<file path="config.mk">
export PLATFORM = sky130hd
export DESIGN_NAME = line_scheduler
export DESIGN_NICKNAME = d
export VERILOG_FILES = /design/src/rtl/line_scheduler.sv
export SDC_FILE = /design/constraint.sdc
export NUM_CORES = 1
export LEC_CHECK = 0
export CAP_MARGIN = 20
export CORE_MARGIN = 3
export CORE_UTILIZATION = 30
export DETAILED_ROUTE_END_ITERATION = 16
export PLACE_DENSITY = 0.52
export SYNTH_ARGS = -nofsm -noshare
export SYNTH_HDL_FRONTEND = slang
export SYNTH_SLANG_ARGS = --single-unit
</file>
<file path="constraint.sdc">
create_clock -name clk_vid -period 4.8 [get_ports clk_vid]
set_clock_uncertainty 0.2 [all_clocks]
set_input_delay 0.72 -clock clk_vid [delete_from_list [all_inputs] [get_ports clk_vid]]
set_output_delay 0.72 -clock clk_vid [all_outputs]
set_load 0.01 [all_outputs]
</file>
<file path="src/rtl/line_scheduler.sv">
// ---------------------------------------------------------------------------
// line_scheduler
//
// Sequences the dual-bank line buffer of the video output path. The write
// side counts the qualified pixels of each incoming line. The hsync rising
// edge swaps the banks and latches that count as the width of the line that
// is about to be read back. The width is classified into an output target
// width (256/360/512, slot code 0/2/4), and the centering border is derived
// from it. An output FSM then produces the delayed hsync, the de window,
// the FIFO pop and the pixel-source select for the line buffer datapath.
//
// Ports
//   clk_vid      in   video clock (only clock)
//   reset        in   synchronous, active-high
//   hsync_in     in   core hsync, rising edge ends a line
//   vsync_in     in   core vsync
//   ce_pix       in   pixel strobe
//   disable_pix  in   suppresses the pixel at ce_pix
//   fifo_empty   in   empty flag of the bank being read
//   write_en     out  write strobe to the bank being written (ce_pix + 1)
//   bank_sel     out  0: read bank0 / write bank1, 1: the reverse
//   read_ack     out  pop of the read bank (show-ahead FIFO)
//   de           out  output data enable
//   px_sel       out  0 black, 1 FIFO data, 2 slot code
//   slot         out  resolution slot code (0/2/4)
//   line_width   out  latched pixel count of the line being read
//   hsync_out    out  one-cycle output hsync pulse
//   vsync_out    out  one-cycle vsync rising-edge pulse
//
// Build option
//   LINE_SCHED_HYSTERESIS_EN  when defined, the width class (target/slot)
//   only changes after STABLE_LINES consecutive lines of the same new class.
//   When undefined, the class follows every latched width immediately.
//
// Output FSM
//   state       | meaning
//   ------------+-------------------------------------------------------
//   ST_IDLE     | nothing to show, waits for the next hsync edge
//   ST_HS_WAIT  | counting down the output-line start delay
//   ST_BORDER_L | left black border, border cycles
//   ST_ACTIVE   | popping FIFO data until the bank runs empty
//   ST_BORDER_R | right black border, border cycles
//   ST_TAIL     | one cycle presenting the slot code, de low
// ---------------------------------------------------------------------------
module line_scheduler #(
  parameter int HS_DELAY     = 15,
  parameter int HS_OFFSET    = 6,
  parameter int STABLE_LINES = 4
) (
  input  logic       clk_vid,
  input  logic       reset,
  input  logic       hsync_in,
  input  logic       vsync_in,
  input  logic       ce_pix,
  input  logic       disable_pix,
  input  logic       fifo_empty,
  output logic       write_en,
  output logic       bank_sel,
  output logic       read_ack,
  output logic       de,
  output logic [1:0] px_sel,
  output logic [3:0] slot,
  output logic [9:0] line_width,
  output logic       hsync_out,
  output logic       vsync_out
);

  typedef enum logic [2:0] {
    ST_IDLE     = 3'd0,
    ST_HS_WAIT  = 3'd1,
    ST_BORDER_L = 3'd2,
    ST_ACTIVE   = 3'd3,
    ST_BORDER_R = 3'd4,
    ST_TAIL     = 3'd5
  } state_t;

`ifdef LINE_SCHED_HYSTERESIS_EN
  localparam bit HYST_EN = 1'b1;
`else
  localparam bit HYST_EN = 1'b0;
`endif

  localparam logic [7:0] HS_LOAD  = 8'(HS_DELAY);
  localparam logic [7:0] HS_PULSE = 8'(HS_DELAY - HS_OFFSET);
  localparam logic [7:0] STABLE_N = 8'(STABLE_LINES);
  localparam logic [9:0] PIX_MAX  = 10'd1023;

  localparam logic [1:0] CLS_256 = 2'd0;
  localparam logic [1:0] CLS_360 = 2'd1;
  localparam logic [1:0] CLS_512 = 2'd2;

  localparam logic [1:0] PX_BLACK = 2'd0;
  localparam logic [1:0] PX_DATA  = 2'd1;
  localparam logic [1:0] PX_SLOT  = 2'd2;

  // -------------------------------------------------------------------------
  // Registers
  // -------------------------------------------------------------------------
  logic       prev_hsync_q, prev_vsync_q;
  logic       write_en_q;
  logic       bank_sel_q;
  logic [9:0] pix_cnt_q;
  logic [9:0] line_width_q;
  logic [1:0] cls_q, cls_d;
  logic [1:0] cand_cls_q, cand_cls_d;
  logic [7:0] stable_cnt_q, stable_cnt_d;
  state_t     state_q, state_d;
  logic [7:0] hs_cnt_q, hs_cnt_d;
  logic [8:0] bord_cnt_q, bord_cnt_d;

  // -------------------------------------------------------------------------
  // Edge detect and write side
  // -------------------------------------------------------------------------
  logic       pix_ok;
  logic       hs_edge;
  logic [9:0] pix_cnt_inc;

  assign pix_ok  = ce_pix & ~disable_pix;
  assign hs_edge = hsync_in & ~prev_hsync_q;

  // Count including the current pixel, so a pixel coincident with the
  // hsync edge still lands in the width latched for that line.
  assign pix_cnt_inc = (pix_ok && (pix_cnt_q != PIX_MAX)) ? pix_cnt_q + 10'd1 : pix_cnt_q;

  always_ff @(posedge clk_vid) begin
    if (reset) begin
      prev_hsync_q <= 1'b0;
      prev_vsync_q <= 1'b0;
      write_en_q   <= 1'b0;
      bank_sel_q   <= 1'b0;
      pix_cnt_q    <= '0;
      line_width_q <= '0;
    end else begin
      prev_hsync_q <= hsync_in;
      prev_vsync_q <= vsync_in;
      write_en_q   <= pix_ok;
      if (hs_edge) begin
        bank_sel_q   <= ~bank_sel_q;
        line_width_q <= pix_cnt_inc;
        pix_cnt_q    <= '0;
      end else begin
        pix_cnt_q    <= pix_cnt_inc;
      end
    end
  end

  // -------------------------------------------------------------------------
  // Width classification
  // -------------------------------------------------------------------------
  function automatic logic [1:0] classify(input logic [9:0] width);
    if (width < 10'd280)      return CLS_256;
    else if (width < 10'd380) return CLS_360;
    else                      return CLS_512;
  endfunction

  logic [1:0] new_cls;
  logic [7:0] run_len;

  // The class is evaluated on the width being latched, so target and slot
  // move on the same clock as line_width.
  assign new_cls = classify(pix_cnt_inc);

  always_comb begin
    cls_d        = cls_q;
    cand_cls_d   = cand_cls_q;
    stable_cnt_d = stable_cnt_q;
    // Length of the run of lines in the candidate class including this one.
    run_len = ((new_cls == cand_cls_q) && (stable_cnt_q != 8'd0)) ? stable_cnt_q + 8'd1 : 8'd1;
    if (hs_edge) begin
      if (!HYST_EN) begin
        cls_d = new_cls;
      end else if (new_cls == cls_q) begin
        stable_cnt_d = 8'd0;
      end else if (run_len >= STABLE_N) begin
        cls_d        = new_cls;
        stable_cnt_d = 8'd0;
      end else begin
        cand_cls_d   = new_cls;
        stable_cnt_d = run_len;
      end
    end
  end

  always_ff @(posedge clk_vid) begin
    if (reset) begin
      cls_q        <= CLS_256;
      cand_cls_q   <= CLS_256;
      stable_cnt_q <= '0;
    end else begin
      cls_q        <= cls_d;
      cand_cls_q   <= cand_cls_d;
      stable_cnt_q <= stable_cnt_d;
    end
  end

  logic [9:0] target_w;
  logic [9:0] short_by;
  logic [8:0] border;

  always_comb begin
    case (cls_q)
      CLS_256: target_w = 10'd256;
      CLS_360: target_w = 10'd360;
      default: target_w = 10'd512;
    endcase
  end

  assign short_by = (target_w > line_width_q) ? target_w - line_width_q : 10'd0;
  assign border   = short_by[9:1];

  // -------------------------------------------------------------------------
  // Output FSM
  // -------------------------------------------------------------------------
  logic       de_c;
  logic       read_ack_c;
  logic [1:0] px_sel_c;

  always_ff @(posedge clk_vid) begin
    if (reset) begin
      state_q    <= ST_IDLE;
      hs_cnt_q   <= '0;
      bord_cnt_q <= '0;
    end else begin
      state_q    <= state_d;
      hs_cnt_q   <= hs_cnt_d;
      bord_cnt_q <= bord_cnt_d;
    end
  end

  always_comb begin
    state_d    = state_q;
    hs_cnt_d   = hs_cnt_q;
    bord_cnt_d = bord_cnt_q;
    de_c       = 1'b0;
    read_ack_c = 1'b0;
    px_sel_c   = PX_BLACK;

    case (state_q)
      ST_IDLE: begin
      end

      ST_HS_WAIT: begin
        hs_cnt_d = (hs_cnt_q != 8'd0) ? hs_cnt_q - 8'd1 : 8'd0;
        // Leave while the counter steps to 0 so the first border/active
        // cycle lands exactly HS_DELAY cycles after the load.
        if (hs_cnt_q <= 8'd1) begin
          bord_cnt_d = '0;
          state_d    = (border == 9'd0) ? ST_ACTIVE : ST_BORDER_L;
        end
      end

      ST_BORDER_L: begin
        de_c       = 1'b1;
        bord_cnt_d = bord_cnt_q + 9'd1;
        if ((bord_cnt_q + 9'd1) >= border) begin
          state_d = ST_ACTIVE;
        end
      end

      ST_ACTIVE: begin
        if (!fifo_empty) begin
          de_c       = 1'b1;
          px_sel_c   = PX_DATA;
          read_ack_c = 1'b1;
        end else begin
          bord_cnt_d = '0;
          state_d    = ST_BORDER_R;
        end
      end

      ST_BORDER_R: begin
        if (bord_cnt_q < border) begin
          de_c       = 1'b1;
          bord_cnt_d = bord_cnt_q + 9'd1;
          if ((bord_cnt_q + 9'd1) >= border) begin
            state_d = ST_TAIL;
          end
        end else begin
          state_d = ST_TAIL;
        end
      end

      ST_TAIL: begin
        px_sel_c = PX_SLOT;
        state_d  = ST_IDLE;
      end

      default: begin
        state_d = ST_IDLE;
      end
    endcase

    // A new line always restarts the output sequence; outputs of the
    // current cycle are left alone so they drop one cycle later.
    if (hs_edge) begin
      state_d    = ST_HS_WAIT;
      hs_cnt_d   = HS_LOAD;
      bord_cnt_d = '0;
    end
  end

  // -------------------------------------------------------------------------
  // Outputs
  // -------------------------------------------------------------------------
  assign write_en   = write_en_q;
  assign bank_sel   = bank_sel_q;
  assign read_ack   = read_ack_c;
  assign de         = de_c;
  assign px_sel     = px_sel_c;
  assign slot       = {1'b0, cls_q, 1'b0};
  assign line_width = line_width_q;
  assign hsync_out  = (state_q == ST_HS_WAIT) && (hs_cnt_q == HS_PULSE);
  assign vsync_out  = vsync_in & ~prev_vsync_q;

endmodule
</file>
* Word level (Yosys, flattened, before mapping)
Cells that the tools add are included.
Word-level totals: register bits after elaboration 46, input bits 7, output and inout bits 22, word-level logic and storage cells 86
Cells by class: reductions and logical operators 12, bitwise gates (word level) 8, add/subtract/negate cells 4, $lt $le $gt $ge 6, equality and inequality tests 18, mux-type cells 26
Operator list (count):
- 9-bit case mux with 4 select lines | 1
- 9-bit two-way mux | 3
- 10-bit by 9-bit < comparator with 1-bit output, second input constant | 2
- 10-bit two-way mux | 2
- 10-bit case mux with 2 select lines | 1
- 3-bit two-way mux | 5
- 3-bit case mux with 5 select lines | 1
- 3-bit inequality test, second input constant | 4
- 10-bit by 1-bit adder with 10-bit output, second input constant | 1
- 10-bit > comparator | 1
- 10-bit inequality test, second input constant | 1
- 2-bit inequality test, second input constant | 5
- 5-bit AND reduction | 2
- 10-bit subtractor | 1
- 9-bit by 1-bit adder with 9-bit output, second input constant | 1
- 9-bit greater-or-equal comparator | 1
- 9-bit logical NOT | 1
- 9-bit < comparator | 1
- 8-bit by 4-bit == test with 1-bit output, second input constant | 1
- 8-bit by 1-bit less-or-equal comparator with 1-bit output, second input constant | 1
- 4-bit two-way mux | 2
- 8-bit two-way mux | 1
- 8-bit nonzero test | 1
- 8-bit by 1-bit subtractor with 8-bit output, second input constant | 1
- other kinds (18) | 33

* Logic depth before layout (Yosys ltp)
Gate-level depths: netlist of the first run.
depth after elaboration 9, depth in mapped cells 18, gate-level depth less buffers 16

* Worst setup path before layout of the first run
Ideal clock, no wire load.
kind reg2out, start register cls_q[1], end output port de, cell stages (with the launch flop) 17, data required time 3.880 ns, path slack 0.430 ns, buffers on the path 2, arrival 3.450 ns, path through dfxtp_1 > nand2b_1 > buf_2 > inv_2 > ha_1 > clkbuf_1 > nor2b_1 > o21ai_0 > nand3b_1 > a21oi_1 > nand2_1 > ha_1 > a211o_1 > nor2_1 > a211oi_1 > o21ai_1 > or2_2
Between the ends: cells in the longest elaborated chain, start to end 7, elaborated cells on any way between the ends 9, those cells by class 1 x add/sub; 2 x order compare; 1 x eq/ne; 4 x mux; 1 x reduce/logical
Ends and longest elaborated chain:
- start: declaration | RTL line 104 | logic [1:0] cls_q, cls_d;
- start signal: assignment | RTL line 190 | cls_q <= cls_d;
- 2-bit by 1-bit == test with 1-bit output or 2-bit logical NOT (tied branches) | RTL line 201 | case (cls_q)
- 10-bit case mux with 2 select lines * | RTL line 201
- 10-bit subtractor or 10-bit > comparator (tied branches) | RTL line 208 | assign short_by = (target_w > line_width_q) ? target_w - line_width_q : 10'd0;
- 10-bit two-way mux * | RTL line 208
- 9-bit < comparator * | RTL line 272 | if (bord_cnt_q < border) begin
- 1-bit two-way mux * | RTL line 272
- 1-bit case mux with 3 select lines * | RTL line 238 | case (state_q)
- end: declaration | RTL line 60 | output logic de,
Mark *: on every way between the ends. The rest lies on a longest branch, timed or not.

* Final worst setup path of the first run
Ends and elaborated chain as after synthesis.

==> results.tsv, run 1 <==
stage	metric	value	unit
routing	num_vias	2986	
routing	drtPass1Iterations	4	
outcome	outcome	completed	
routing	totalWireLength	7.99	mm
synth	synth_top_cells_by_count	sky130_fd_sc_hd__nor2_1 (48), sky130_fd_sc_hd__dfxtp_1 (46), sky130_fd_sc_hd__a21oi_1 (30), sky130_fd_sc_hd__nand2_1 (30), sky130_fd_sc_hd__ha_1 (24)	
timing	clock.fmax	233	MHz
floorplan	num_io_pins	29	
global_route	vias_in_the_first_global_route	2919	
routing	route.detailed.vias_per_inst	5.22	
clocking	worstSkewPairLatency	290	ps
critical_path	slowest_stage	sky130_fd_sc_hd__dfxtp_1	
synth	yosys_warnings	0	
routing	drtAntennaViolNets	0	
critical_path	cp-end-kind	output pin	
routing	post_drt_wl_per_cell	14.0	um
min_path	worstHoldPathType	flop to flop	
critical_path	largest_incremental_delay_on_the_critical_path	310	ps
clocking	htree_levels	2	
critical_path	cp_data_required_time	3880	ps
place	detailed_placement_hpwl	5.97	mm
min_path	hold-path-cell-count	2	
critical_path	regToRegSetupSlack	920	ps
critical_path	cp-start-kind	flop	
critical_path	critPathMostFrequentCell	sky130_fd_sc_hd__ha_1	
critical_path	timing_worst_setup_path_type	flop to output pin	
global_route	grt_overflow_total	0	
floorplan	placementRows	37	
layout	antenna-diode-count	0	
power_and_ir_drop	p_per_area	224	nW/um2
min_path	hold-path-endpoint	bord_cnt_q[8]	
synth	synthArstFlopShare	0	
synth	synth_area_leader_cell	sky130_fd_sc_hd__dfxtp_1	
global_route	global_route_wire_length_before_repair	13.7	mm
synth	ys_seq_elements	46	
clocking	tritoncts_num_sinks	46	
clocking	cts_root_buffer	sky130_fd_sc_hd__clkbuf_8	
synth	syn_inst	404	
power_and_ir_drop	p_leak	1.47	nW
synth	netlist.area_leader.share	0.286	
timing	final.setup.tns	0	ps
timing	worstMarginPinSlew	986	ps
critical_path	cell_breakdown_of_the_critical_path	nand2b_1 -> inv_2 -> ha_1 -> buf_4 -> nor2b_4 -> nor2b_1 -> mux2i_1 -> o221a_2 -> nand2_1 -> ha_1 -> a211o_1 -> nor2_1 -> a211oi_2 -> o21ai_1 -> or2_2 -> dlymetal6s2s_1	
power_and_ir_drop	power	0.860	mW
critical_path	worst_r2r_endpoint	bord_cnt_q[3]	
synth	avg_inst_size_synth	7.96	um2
layout	share_of_post_route_cells_with_drive_strength_above_1	0.112	
synth	syn_area	3220	um2
routing	remaining_drc_errors	0	
layout	area_growth	19.4	%
timing	timing.final.max_slew_violations	0	
global_route	global_route.usage.total	0.140	
power_and_ir_drop	peakVddDrop	0.000109	V
timing	setup_viol_count_final	0	
synth	postSynth.topFlopCell	sky130_fd_sc_hd__dfxtp_1	
timing	timing.final.crit_share	0.892	
place	buffer_ports.inserted	26	
floorplan	horiz_die_dim	110	um
synth	most_used_standard_cell_by_instance_count_after_synthesis	sky130_fd_sc_hd__nor2_1	
floorplan	placeableCoreArea	10400	um2
run	max_cap_violations	0	
global_route	antenna_found_initial	0	
routing	drt-initial-drc-count	138	
critical_path	worstReg2RegStart	cls_q[1]	
floorplan	initial_utilization	0.310	
layout	design.final.nets	466	
global_route	grt_max_degree	25	
timing	finalCriticalPeriod	4280	ps
floorplan	die_area	12000	um2
timing	max_slew_margin	0.343	
critical_path	worst-endpoint-arrival	3360	ps
clocking	reg_clk_slew_reported_paths	90	ps
critical_path	worst-r2r-cell-count	18	
floorplan	floorplan.die.height	110	um
synth	synth_edf_count	0	
clocking	numCtsBuffers	5	
timing	number_of_hold_violations_in_the_final_report	0	
place	place.gp.congestion	0.844	
clocking	clock_path_buffers	2	
clocking	cts_tree	yes	
min_path	worst_hold_startpoint	bord_cnt_q[8]	
synth	synth.yosys.seq_area_share	0.286	
critical_path	timing.critical_path.fanout_max	8	
timing	rsz0062_at_grt	no	
synth	synth.lib_cells_used.distinct	62	
synth	synthTopCellsByArea	sky130_fd_sc_hd__dfxtp_1 (29%), sky130_fd_sc_hd__ha_1 (9.3%), sky130_fd_sc_hd__nor2_1 (5.6%)	
## metrics by stage
stage | setup WS, ps | cell area, um2 | instances | util | hold WS [ps]
2_1_floorplan | 430 | 3220 | 405 | - | 261
3_3_place_gp | 245 | 3630 | 558 | 0.350 | 292
3_5_place_dp | 171 | 3630 | 558 | 0.350 | 297
4_1_cts | 34.8 | 3760 | 566 | 0.362 | 311
5_1_grt | 298 | 3840 | 572 | 0.370 | 347
6_report | 517 | 3840 | 572 | 0.370 | 307
## logic make-up after synthesis
group	count (synthesis)	share of synthesized area
buffers and inverters	30	0.0401
muxes	4	0.0125
DFF	46	0.286
adders and majority gates	25	0.0965
other	1	0.00117
and+or+nand+nor	174	0.291
AOI/OAI and AO/OA	97	0.199
xor gates and xnor gates	27	0.0735
## power breakdown
part           internal, mW  switching (mW)
Clock                 0.156           0.135
Combinational        0.0745          0.0889
Sequential            0.391          0.0145
Total                 0.621           0.239
## worst max-delay path by stage
stage	start	to
2_1_floorplan	cls_q[1]	de
3_3_place_gp	cls_q[1]	de
3_5_place_dp	cls_q[1]	de
4_1_cts	cls_q[1]	de
5_1_grt	cls_q[1]	de
6_report	cls_q[1]	de
## critical path: cells and delay by family, from the launching register on
kind	cells	cell delay (ps)
AND/OR/NAND/NOR	6	870
multiplexers	1	140
adder cells (fa/ha/maj)	2	550
flip-flops	1	310
AO/OA/AOI/OAI	4	750
buffers and inverters	3	450
## cell usage in the layout, fill, tap and decap left out, drive strengths merged, types with 12 or more instances in the layout
cell / instances
a21oi: 32
buf: 15
clkdlybuf4s50: 25
dfxtp: 46
ha: 24
inv: 12
nand2: 31
nand2b: 12
nor2: 48
nor3: 15
o21ai: 17
xnor2: 15
xor2: 12
## sequential cells by signal (all words and copies together) (netlist names)
name,count
line_width,10
cls_q,2
prev_vsync_q,1
pix_cnt_q,10
hs_cnt_q,8
state_q,3
prev_hsync_q,1
write_en,1
bord_cnt_q,9
bank_sel,1
## layer usage
metal | vias to the layer above | track usage | part of all wire
met4 | 0 | 0.0481 | 0.017
met3 | 10 | 0.0217 | 0.020
met5 | - | 0 | 0
met2 | 39 | 0.241 | 0.49
li1 | 1519 | - | -
met1 | 1418 | 0.178 | 0.47
## cell type report
type                       count  area, um2
clock buffer                   6       72.6
clock inverter                 2       37.5
fill                        1120       6530
inverter                      12       45.0
multi-input combinational    329       2220
sequential                    46        921
tap                          136        170
timing repair buffer          41        375
## timing repair
item,4_1_cts,5_1_grt
endpoints found under the setup margin,1,1
hold buffers,0,0
buffers inserted,0,6
pin swaps,0,6
gates resized for setup,5,9
endpoints found under the hold margin,0,0
Note: power is estimated with default switching activity, not from simulation.
==> inputs of run 2 (changes only) <==
Settings changed: CTS_BUF_LIST set to sky130_fd_sc_hd__clkbuf_4, RECOVER_POWER set to 25.
==> results.tsv, run 2 (synthesis gave the netlist of run 1 again) <==
stage	metric	value	unit
power_and_ir_drop	p_leak	1.47	nW
clocking	clock_path_buffers	2	
power_and_ir_drop	p_per_area	214	nW/um2
routing	drt-initial-drc-count	124	
routing	remaining_drc_errors	0	
critical_path	cp-end-kind	output pin	
run	max_cap_violations	0	
critical_path	cell_breakdown_of_the_critical_path	nand2b_1 -> inv_2 -> ha_1 -> buf_4 -> nor2b_4 -> nor2b_1 -> mux2i_1 -> o221a_2 -> nand2_1 -> ha_1 -> o21a_1 -> o21ai_0 -> a211oi_2 -> o21ai_1 -> or2_2 -> dlymetal6s2s_1	
power_and_ir_drop	sequential_power_share	0.497	
global_route	antenna_found_initial	0	
critical_path	critPathMostFrequentCell	sky130_fd_sc_hd__ha_1	
clocking	cts_tree	yes	
min_path	worstHoldPathType	flop to flop	
clocking	worstSkewPairLatency	360	ps
clocking	cts_root_buffer	sky130_fd_sc_hd__clkbuf_4	
min_path	worst_hold_startpoint	bord_cnt_q[1]	
critical_path	timing_worst_setup_path_type	flop to output pin	
global_route	global_route_wire_length_before_repair	13.7	mm
power_and_ir_drop	peakVddDrop	0.000104	V
routing	drtAntennaViolNets	0	
critical_path	slowest_stage	sky130_fd_sc_hd__dfxtp_1	
critical_path	worst_r2r_endpoint	bord_cnt_q[3]	
place	buffer_ports.inserted	26	
timing	final.setup.worst_slack	367	ps
layout	share_of_post_route_cells_with_drive_strength_above_1	0.110	
power_and_ir_drop	cellInternalPower	0.581	mW
critical_path	worst-endpoint-arrival	3510	ps
critical_path	timing.critical_path.fanout_max	8	
floorplan	initial_utilization	0.310	
global_route	grt_overflow_total	0	
routing	num_vias	2984	
layout	antenna-diode-count	0	
timing	timing.final.max_slew_violations	0	
layout	design.final.nets	466	
timing	final.setup.tns	0	ps
timing	worstMarginPinSlew	1090	ps
critical_path	regToRegSetupSlack	880	ps
min_path	hold-path-endpoint	bord_cnt_q[1]	
floorplan	placementRows	37	
critical_path	worst-r2r-cell-count	18	
timing	rsz0062_at_grt	no	
timing	finalCriticalPeriod	4430	ps
clocking	htree_levels	2	
clocking	tritoncts_num_sinks	46	
power_and_ir_drop	clock_power_share	0.303	
timing	timing.final.crit_share	0.924	
critical_path	cp.buffers_inverters	3	
routing	totalWireLength	8.12	mm
place	detailed_placement_hpwl	5.97	mm
floorplan	placeableCoreArea	10400	um2
critical_path	cp_data_required_time	3880	ps
clocking	reg_clk_slew_reported_paths	150	ps
global_route	global_route.usage.total	0.140	
critical_path	timing.critical_path.max_delay_family	compound AO/OA/AOI/OAI gates	
timing	number_of_hold_violations_in_the_final_report	0	
min_path	hold-path-cell-count	2	
layout	finalCoreUtilization	0.368	
floorplan	die_area	12000	um2
routing	post_drt_wl_per_cell	14.2	um
critical_path	cp-start-kind	flop	
global_route	vias_in_the_first_global_route	2910	
floorplan	horiz_die_dim	110	um
timing	setup_viol_count_final	0	
power_and_ir_drop	switchingPower	0.237	mW
routing	drtPass1Iterations	4	
critical_path	worstReg2RegStart	cls_q[1]	
layout	fill_cells	1123	
global_route	grt_max_degree	25	
critical_path	largest_incremental_delay_on_the_critical_path	330	ps
timing	clock.fmax	226	MHz
timing	max_slew_margin	0.275	
place	place.gp.congestion	0.844	
outcome	outcome	completed	
routing	route.detailed.vias_per_inst	5.22	
layout	final_common_cell	sky130_fd_sc_hd__nor2_1	
power_and_ir_drop	combinationalPowerShare	0.200	
place	dpl_worst_slack	171	ps
layout	commonest_cells_after_routing_fill_and_taps_aside	sky130_fd_sc_hd__nor2_1 (48), sky130_fd_sc_hd__dfxtp_1 (46), sky130_fd_sc_hd__nand2_1 (30), sky130_fd_sc_hd__a21oi_1 (29), sky130_fd_sc_hd__ha_1 (23)	
floorplan	floorplan.die.height	110	um
power_and_ir_drop	swShare	0.290	
layout	area_growth	18.8	%
clocking	numCtsBuffers	5	
floorplan	num_io_pins	29	
[run 2: cell count changes in the layout (fill, tap and decap cells not counted), sizes merged]
cell,change
buf,-1
clkdlybuf4s50,-5
dlygate4sd3,+5
clkbuf,+1
[run 2: area by class of cell]
| type | count | area [um2] | share of cell area |
|---|---|---|---|
| Inverter | 12 | 45.0 | 0.0118 |
| Multi-Input combinational cell | 329 | 2230 | 0.584 |
| Timing Repair Buffer | 41 | 372 | 0.0973 |
| Tap cell | 136 | 170 | 0.0446 |
| Clock inverter | 2 | 37.5 | 0.00983 |
| Clock buffer | 6 | 45.0 | 0.0118 |
| Sequential cell | 46 | 921 | 0.241 |
[run 2: what timing repair did]
| item | CTS | global route |
|---|---|---|
| resized for setup | 7 | 7 |
| pin swaps | 1 | 5 |
| setup endpoints to repair | 1 | 1 |
| hold endpoints to repair | 0 | 0 |
| buffers inserted | 1 | 5 |
| hold buffers | 0 | 0 |
[run 2: per-stage QoR]
step / power [mW] / instances / area [um2] / hold slack (ps)
4_1_cts: 0.832 / 567 / 3750 / 317
6_report: 0.818 / 572 / 3820 / 315
2_1_floorplan: 0.526 / 405 / 3220 / 261
3_3_place_gp: 0.574 / 558 / 3630 / 292
5_1_grt: 0.873 / 572 / 3820 / 353
3_5_place_dp: 0.576 / 558 / 3630 / 297
[run 2: power by group through the flow]
| stage | logic [mW] | registers (mW) | clock network, mW |
|---|---|---|---|
| detailed placement | 0.161 | 0.415 | 0 |
| CTS | 0.164 | 0.406 | 0.262 |
| floorplan | 0.115 | 0.412 | 0 |
| global placement | 0.159 | 0.414 | 0 |
| finish | 0.164 | 0.406 | 0.248 |
| global route | 0.184 | 0.409 | 0.280 |
[run 2: how the worst max path moves through the flow]
stage	slack (ps)	endpoint	start	depth (start not counted)
after floorplan	430	de	cls_q[1]	16
after global placement	250	de	cls_q[1]	15
after detailed placement	170	de	cls_q[1]	15
after CTS	20	de	cls_q[1]	14
after global routing	160	de	cls_q[1]	16
final	370	de	cls_q[1]	16
[run 2: tightest hold or removal path, cell delays in order (launching register included)]
cell and delay [ps]:
sky130_fd_sc_hd__dfxtp_1 370, sky130_fd_sc_hd__nand2_1 70, sky130_fd_sc_hd__a21oi_1 50
[run 2: layer usage]
metal  vias to the layer above  wire length [um]  GRT usage
li1                       1517                 -          -
met1                      1418              3810      0.178
met2                        40              4050      0.241
met3                         9               176     0.0217
met4                         0                90     0.0481
met5                         -                 0          0
==> inputs of run 3 (changes only) <==
Settings changed: CORE_MARGIN 3 to unset.
==> results.tsv, run 3 (synthesis gave the netlist of run 1 again) <==
stage	metric	value	unit
outcome	outcome	completed	
place	buffer_ports.inserted	26	
timing	number_of_hold_violations_in_the_final_report	0	
layout	design.final.nets	461	
global_route	grt_max_degree	25	
clocking	cts_tree	yes	
min_path	hold-path-endpoint	bord_cnt_q[8]	
clocking	htree_levels	2	
routing	route.detailed.vias_per_inst	5.13	
floorplan	floorplan.die.height	106	um
floorplan	num_io_pins	29	
floorplan	initial_utilization	0.310	
layout	final_common_cell	sky130_fd_sc_hd__nor2_1	
place	place.gp.congestion	0.807	
critical_path	timing.critical_path.fanout_max	8	
layout	antenna-diode-count	0	
critical_path	worstReg2RegStart	cls_q[0]	
timing	final.setup.tns	0	ps
floorplan	placementRows	37	
routing	drtAntennaViolNets	0	
critical_path	worst_r2r_endpoint	bord_cnt_q[2]	
power_and_ir_drop	p_leak	1.44	nW
layout	commonest_cells_after_routing_fill_and_taps_aside	sky130_fd_sc_hd__nor2_1 (48), sky130_fd_sc_hd__dfxtp_1 (46), sky130_fd_sc_hd__nand2_1 (30), sky130_fd_sc_hd__a21oi_1 (29), sky130_fd_sc_hd__ha_1 (23)	
routing	totalWireLength	7.83	mm
floorplan	horiz_die_dim	106	um
critical_path	cp-start-kind	flop	
routing	num_vias	2907	
layout	area_growth	17.7	%
clocking	numCtsBuffers	5	
global_route	global_route_wire_length_before_repair	12.9	mm
timing	rsz0062_at_grt	no	
timing	worst_hold_slack	321	ps
global_route	antenna_found_initial	0	
place	detailed_placement_hpwl	5.79	mm
power_and_ir_drop	peakVddDrop	0.000152	V
clocking	worstSkewPairLatency	370	ps
routing	remaining_drc_errors	0	
routing	drtPass1Iterations	4	
critical_path	worst-r2r-cell-count	15	
timing	clock.fmax	223	MHz
critical_path	timing_worst_setup_path_type	flop to output pin	
critical_path	cp-end-kind	output pin	
timing	max_slew_margin	0.296	
floorplan	die_area	11100	um2
run	max_cap_violations	0	
clocking	tritoncts_num_sinks	46	
floorplan	placeableCoreArea	10400	um2
global_route	vias_in_the_first_global_route	2704	
global_route	grt_overflow_total	0	
critical_path	worst-endpoint-arrival	3560	ps
power_and_ir_drop	p_per_area	218	nW/um2
timing	setup_viol_count_final	0	
min_path	hold-path-cell-count	2	
min_path	worstHoldPathType	flop to flop	
critical_path	cp_data_required_time	3880	ps
timing	worstMarginPinSlew	1060	ps
clocking	cts_root_buffer	sky130_fd_sc_hd__clkbuf_4	
critical_path	regToRegSetupSlack	940	ps
min_path	worst_hold_startpoint	bord_cnt_q[8]	
timing	finalCriticalPeriod	4480	ps
layout	share_of_post_route_cells_with_drive_strength_above_1	0.102	
timing	timing.final.max_slew_violations	0	
clocking	cts_hold_repair.buffers	0	
clocking	reg_clk_slew_reported_paths	150	ps
routing	drt-initial-drc-count	183	
routing	post_drt_wl_per_cell	13.8	um
timing	timing.final.crit_share	0.933	
clocking	clock_path_buffers	2	
global_route	global_route.usage.total	0.143	
## run 3: final cells by class
type	count	area [um2]
Tap cell	136	170
Inverter	12	45.0
Clock buffer	6	45.0
Sequential cell	46	921
Fill cell	1119	6580
Multi-Input combinational cell	330	2240
Clock inverter	2	37.5
Timing Repair Buffer	35	327
## run 3: timing repair
item | CTS | global route
cloned | 0 | 1
setup endpoints to repair | 1 | 1
setup buffers | 1 | 0
endpoints found under the hold margin | 0 | 0
pin swaps | 2 | 3
gates resized for setup | 5 | 12
## run 3: per-stage QoR
| stage | cells | utilization | cell area, um2 | total power, mW | setup slack [ps] |
|---|---|---|---|---|---|
| floorplan | 405 | - | 3220 | 0.526 | 430 |
| global placement | 557 | 0.350 | 3630 | 0.574 | 251 |
| detailed placement | 557 | 0.350 | 3630 | 0.575 | 173 |
| CTS | 566 | 0.360 | 3730 | 0.836 | 32.3 |
| global route | 567 | 0.365 | 3790 | 0.879 | 74.8 |
| finish | 567 | 0.365 | 3790 | 0.825 | 323 |
## run 3: critical path: stages, from the launching register on
cell and delay (ps):
sky130_fd_sc_hd__dfxtp_1 430, sky130_fd_sc_hd__nand2b_1 110, sky130_fd_sc_hd__inv_2 120, sky130_fd_sc_hd__ha_1 250, sky130_fd_sc_hd__buf_4 170, sky130_fd_sc_hd__a21o_1 180, sky130_fd_sc_hd__or4_1 540, sky130_fd_sc_hd__nand3_2 100
sky130_fd_sc_hd__nand2_1 90, sky130_fd_sc_hd__ha_1 290, sky130_fd_sc_hd__o21ai_0 90, sky130_fd_sc_hd__a211oi_2 280, sky130_fd_sc_hd__o21ai_2 110, sky130_fd_sc_hd__or2_2 270, sky130_fd_sc_hd__dlymetal6s2s_1 170
## run 3: how the worst max path moves through the flow
stage | startpoint | to | slack (ps) | cells after the start
final | cls_q[0] | de | 320 | 14
after global routing | cls_q[0] | de | 70 | 16
after CTS | cls_q[1] | de | 30 | 16
after detailed placement | cls_q[0] | de | 170 | 15
after global placement | cls_q[1] | de | 250 | 15
after floorplan | cls_q[1] | de | 430 | 16
## run 3: routing by layer
metal  GRT usage  routed length [um]
met5           0                   0
met2       0.250                3800
met1       0.182                3840
met4      0.0347                  63
met3      0.0223                 129
## run 3: power by group
| group | internal (mW) | switching [mW] |
|---|---|---|
| Sequential | 0.392 | 0.0147 |
| Clock | 0.116 | 0.140 |
| Combinational | 0.0733 | 0.0896 |
| Total | 0.581 | 0.244 |
